**src/rtl/alu_if.sv**
```systemverilog
// Operand/opcode/result bundle between the ALU decoder side and the registered ALU.
// The decoder side drives operands and the opcode; the ALU drives the registered result and zero flag.
interface alu_if;
    logic [31:0] in1;
    logic [31:0] in2;
    logic [3:0]  alu_control;
    logic [31:0] alu_result;
    logic        zero_flag;

    modport master (
        output in1,
        output in2,
        output alu_control,
        input  alu_result,
        input  zero_flag
    );

    modport slave (
        input  in1,
        input  in2,
        input  alu_control,
        output alu_result,
        output zero_flag
    );
endinterface

```
**src/rtl/alu.sv**
```systemverilog
// Registered 32-bit RV32 execute-stage ALU: combinational compute, one register stage, zero flag for branches.
// Optional multiply codes (MUL/MULH/MULHU) are built only when ALU_MULT_EN is defined; otherwise they read as reserved.
module alu (
    input  logic clk,
    input  logic rst,
    alu_if.slave bus
);

    typedef enum logic [3:0] {
        OP_AND   = 4'b0000,
        OP_OR    = 4'b0001,
        OP_ADD   = 4'b0010,
        OP_SLL   = 4'b0011,
        OP_XOR   = 4'b0100,
        OP_SRL   = 4'b0101,
        OP_SRA   = 4'b0110,
        OP_SLT   = 4'b0111,
        OP_SUB   = 4'b1000,
        OP_SLTU  = 4'b1001,
        OP_PASSB = 4'b1010,
        OP_MUL   = 4'b1011,
        OP_MULH  = 4'b1100,
        OP_MULHU = 4'b1101
    } alu_op_e;

    logic [4:0]  shamt;
    logic [31:0] next_result;
    logic        next_zero;
    logic [31:0] alu_result_q;
    logic        zero_flag_q;

    assign shamt = bus.in2[4:0];

`ifdef ALU_MULT_EN
    logic [63:0] prod_uu;
    logic [31:0] prod_su_hi;

    // One unsigned multiplier serves all three codes; the signed high word
    // is recovered by subtracting each operand where the other is negative.
    assign prod_uu    = {32'd0, bus.in1} * {32'd0, bus.in2};
    assign prod_su_hi = prod_uu[63:32]
                      - (bus.in1[31] ? bus.in2 : 32'd0)
                      - (bus.in2[31] ? bus.in1 : 32'd0);
`endif

    always_comb begin
        next_result = 32'd0;
        case (bus.alu_control)
            OP_AND:   next_result = bus.in1 & bus.in2;
            OP_OR:    next_result = bus.in1 | bus.in2;
            OP_ADD:   next_result = bus.in1 + bus.in2;
            OP_SLL:   next_result = bus.in1 << shamt;
            OP_XOR:   next_result = bus.in1 ^ bus.in2;
            OP_SRL:   next_result = bus.in1 >> shamt;
            OP_SRA:   next_result = $unsigned($signed(bus.in1) >>> shamt);
            OP_SLT:   next_result = {31'd0, $signed(bus.in1) < $signed(bus.in2)};
            OP_SUB:   next_result = bus.in1 - bus.in2;
            OP_SLTU:  next_result = {31'd0, bus.in1 < bus.in2};
            OP_PASSB: next_result = bus.in2;
`ifdef ALU_MULT_EN
            OP_MUL:   next_result = prod_uu[31:0];
            OP_MULH:  next_result = prod_su_hi;
            OP_MULHU: next_result = prod_uu[63:32];
`endif
            default:  next_result = 32'd0;
        endcase
        next_zero = (next_result == 32'd0);
    end

    // The zero flag is taken from the same value that is registered so the pair never disagrees.
    always_ff @(posedge clk) begin
        if (rst) begin
            alu_result_q <= 32'd0;
            zero_flag_q  <= 1'b1;
        end else begin
            alu_result_q <= next_result;
            zero_flag_q  <= next_zero;
        end
    end

    assign bus.alu_result = alu_result_q;
    assign bus.zero_flag  = zero_flag_q;

endmodule

```
**src/flat_wrapper.sv**
```systemverilog
// flat-port wrapper written by rule: the top's interface ports become plain ports
module alu_flat 
  (clk, rst, bus_in1, bus_in2, bus_alu_control, bus_alu_result, bus_zero_flag);
  alu_if bus_i ();
  input  logic clk;
  input  logic rst;
  input wire logic [$bits(bus_i.in1)-1:0] bus_in1;
  input wire logic [$bits(bus_i.in2)-1:0] bus_in2;
  input wire logic [$bits(bus_i.alu_control)-1:0] bus_alu_control;
  output wire logic [$bits(bus_i.alu_result)-1:0] bus_alu_result;
  output wire logic [$bits(bus_i.zero_flag)-1:0] bus_zero_flag;
  assign bus_i.in1 = bus_in1;
  assign bus_i.in2 = bus_in2;
  assign bus_i.alu_control = bus_alu_control;
  assign bus_alu_result = bus_i.alu_result;
  assign bus_zero_flag = bus_i.zero_flag;
  alu u_core (.clk(clk), .rst(rst), .bus(bus_i));
endmodule
```
**config.mk**
```make
export PLATFORM = sky130hd
export DESIGN_NAME = alu_flat
export DESIGN_NICKNAME = d
export VERILOG_FILES = /design/src/rtl/alu_if.sv /design/src/rtl/alu.sv /design/src/flat_wrapper.sv
export SDC_FILE = /design/constraint.sdc
export NUM_CORES = 1
export LEC_CHECK = 0
export ABC_CLOCK_PERIOD_IN_PS = 7400
export CAP_MARGIN = 25
export CELL_PAD_IN_SITES_DETAIL_PLACEMENT = 2
export CELL_PAD_IN_SITES_GLOBAL_PLACEMENT = 2
export CORE_UTILIZATION = 34
export CTS_CLUSTER_DIAMETER = 200
export CTS_CLUSTER_SIZE = 10
export DETAILED_ROUTE_END_ITERATION = 10
export PLACE_DENSITY = 0.82
export SKIP_LAST_GASP = 1
export SLEW_MARGIN = 20
export SYNTH_ARGS = -nofsm -noshare
export SYNTH_HDL_FRONTEND = slang
export SYNTH_SLANG_ARGS = --single-unit
```
**constraint.sdc**
```tcl
create_clock -name clk -period 7.4 [get_ports clk]
set_input_delay 1.11 -clock clk [delete_from_list [all_inputs] [get_ports clk]]
set_output_delay 1.11 -clock clk [all_outputs]
set_load 0.02 [all_outputs]
```
==> results.txt <==
outcome: completed
Total Routing Usage GR: 37.04%
CTS resizes: 0
Post-synth top flop: dfxtp_1
Slew HR: 35.09%
Async SR Flop Fraction: 0%
PD cells: 112.9 mW/mm^2
hold path depth: 3
clk sinks: 33
routed wire length: 58780 um
period utilisation layout: 79.87%
fillers: 3589
dpl ws: 1.317 ns
CP Capture Type: flop
Setup crit start kind: input pin
WP data arrival: 6.14 ns
die height: 177.4 um
number of nets in the final layout: 1679
Area growth, synth to finish: 13.91%
peak supply drop: 0.07355 mV
row count: 63
setup bufs post-CTS: 0
slowest stage delay, CP: 0.71 ns
Post-Place Cell Area: 0.01176 mm^2
critical-path cell list: clkdlybuf4s50_1, inv_1, ha_1, a21oi_1, o22ai_1, a211oi_1, o211ai_1, a211oi_1, o31ai_1, nand2_1, o221ai_1, or4_1, nor4bb_1, a41o_1
post-synthesis average cell area: 7.112 um^2
max-slew violation count: 0
flops & latches, synth: 33
Placer Congestion: 1.001
total gr overflow: 0
Cells after Synth: 1470
total negative slack: 0 ns
Worst Hold Path EP: u_core.bus.alu_result[15]
Max H-tree Level: 2
Seq/Total Area, Yosys: 6.319%
fmax: 169.2 MHz
Syn Nets: 1642
clock transition at the registers of the reported paths: 0.05 ns
fraction of layout cells with a size suffix above 1: 9.416%
Starting Density: 34.90%
Worst Path Class, Setup: input pin to flop
CTS buffer count: 5
Max clock buf depth: 2
largest net degree at the start of global routing: 69
vias in the first global route: 13200
setup ws final: 1.490 ns
Worst-Margin Slew: 0.9635 ns
port bufs: 102
unrepaired setup endpoints after global routing: false
Via density: 6.881
most frequent CP cell: a211oi_1
Top-Level Pins: 103
mapped cell area: 0.01046 mm^2
post-route cell area: 0.01191 mm^2
number of flops mapped to enable cells by yosys: 0
Final Core Density: 39.76%
Detailed Place HPWL: 47150 um
Core ar.: 0.02995 mm^2
DR pass1 iterations: 6
Netlist cell types: 88
min Tclk post-route: 5.910 ns
Min-Delay Path Class: input pin to flop
1st-iter DRT viols: 1428
ANT nets after route: 0
Root Driver: clkbuf_16
MaxCap Viol Count: 0
Tot Pwr: 1.344 mW
Die X: 177.4 um
via count: 13070
initial antenna violation count: 1
Wirelength per Cell: 30.93 um
Lkg Pwr: 4.762 nW
Yosys Warn Count: 0
worst min-delay path startpoint: rst
first-pass GRT wire length: 86730 um
CP max FO: 11
cts hold-fix bufs: 0
Remaining DRCs: 0
Worst EP required: 7.63 ns
Final Hold Fails: 0
setup violators final: 0
CTS tree: yes
die area: 0.03145 mm^2
Worst path slowest cell: clkdlybuf4s50_1
[Yosys cell counts (10+ instances only)]
| master | count | area, um^2 |
|---|---|---|
| nand2_1 | 123 | 461.7 |
| nor3_1 | 43 | 215.2 |
| inv_1 | 90 | 337.8 |
| o221ai_1 | 12 | 105.1 |
| ha_1 | 100 | 1251 |
| a21oi_1 | 127 | 635.6 |
| buf_4 | 10 | 75.07 |
| o211ai_1 | 25 | 187.7 |
| o21bai_1 | 10 | 75.07 |
| or3_1 | 14 | 87.58 |
| a211oi_1 | 30 | 225.2 |
| dfxtp_1 | 33 | 660.6 |
| a31oi_1 | 12 | 75.07 |
| nand3_1 | 23 | 115.1 |
| a22oi_1 | 14 | 105.1 |
| clkbuf_1 | 69 | 259.0 |
| a2111oi_0 | 10 | 87.58 |
| o21a_1 | 12 | 90.09 |
| mux4_2 | 37 | 833.3 |
| a221oi_1 | 24 | 210.2 |
| buf_2 | 22 | 110.1 |
| nand4_1 | 15 | 93.84 |
| mux2i_1 | 49 | 490.5 |
| a221o_1 | 14 | 140.1 |
| and3_1 | 19 | 118.9 |
| nor2_1 | 156 | 585.6 |
| nor2b_1 | 26 | 162.7 |
| o31ai_1 | 20 | 150.1 |
| nor4_1 | 16 | 100.1 |
| a21o_1 | 13 | 97.59 |
| o21ai_0 | 89 | 445.4 |
| xnor2_1 | 10 | 87.58 |
| mux2_2 | 24 | 270.3 |
| o22ai_1 | 15 | 93.84 |
| and2_1 | 10 | 62.56 |
[state kept, by name (all words and copies together), names as in the netlist]
register	flops
u_core.bus.alu_result	32
u_core.bus.zero_flag	1
[cells by family after synthesis]
group / synth area share, %
AO/OA/AOI/OAI: 33.49
AND/OR/NAND/NOR: 22.79
buffers and inverters: 8.305
multiplexers: 15.50
adder cells (fa/ha/maj): 12.35
flip-flops: 6.319
XOR/XNOR: 1.257
[area by class of cell]
class | instances | area (um^2) | share of cell area [%]
antenna | 2 | 5.005 | 0.04203
clock buffer | 5 | 125.1 | 1.051
clock inverter | 3 | 17.52 | 0.1471
inverter | 92 | 345.3 | 2.900
multi-input combinational | 1231 | 8946 | 75.12
sequential | 33 | 660.6 | 5.547
tap | 390 | 488.0 | 4.098
timing repair buffer | 144 | 1321 | 11.09
[cell usage in the layout (no fill, tap or decap), types with 25 or more instances in the layout]
cell               n
inv_1             89
ha_1             100
a211oi_1          30
dfxtp_1           33
mux2i_1           49
nor2b_1           26
mux4_2            37
buf_4             44
o21ai_0           89
a21oi_1          126
nor3_1            42
o211ai_1          25
nor2_1           156
nand2_1          123
clkdlybuf4s50_1   98
[stage by stage]
| step | hold WS (ns) | std cells |
|---|---|---|
| floorplan | 1.182 | 1470 |
| global placement | 1.902 | 1890 |
| detailed placement | 1.908 | 1890 |
| CTS | 1.643 | 1898 |
| global route | 1.666 | 1898 |
| finish | 1.636 | 1900 |
[where the power goes]
group          total [mW]  internal [mW]  switching [mW]
Combinational       0.932          0.328           0.604
Sequential          0.201          0.196         0.00527
Clock               0.211          0.123          0.0876
Total                1.34          0.647           0.697
[how the worst max path moves through the flow]
| stage | from | slack, ns | to | cells past startpoint |
|---|---|---|---|---|
| floorplan | bus_in2[2] | 1.82 | u_core.bus.zero_flag | 18 |
| global placement | bus_in1[5] | 1.54 | u_core.bus.zero_flag | 14 |
| detailed placement | bus_in1[5] | 1.32 | u_core.bus.zero_flag | 13 |
| CTS | bus_in1[5] | 1.58 | u_core.bus.zero_flag | 13 |
| global route | bus_in1[5] | 1.34 | u_core.bus.zero_flag | 14 |
| finish | bus_in1[6] | 1.49 | u_core.bus.zero_flag | 14 |
[critical path: cells and delay by family]
family / cells / cell delay (ns)
buffers and inverters: 2 / 0.86
AND/OR/NAND/NOR: 3 / 1.04
AO/OA/AOI/OAI: 8 / 2.64
adder cells (fa/ha/maj): 1 / 0.46
[metal layers]
metal	global-route usage [%]	share of wire, %	vias up
met5	0	0	-
li1	-	-	5640
met3	7.498	8.9	123
met1	49.71	42	6650
met2	58.63	45	660
met4	12.61	3.5	0
No activity file was read; power rests on OpenSTA's default activity.
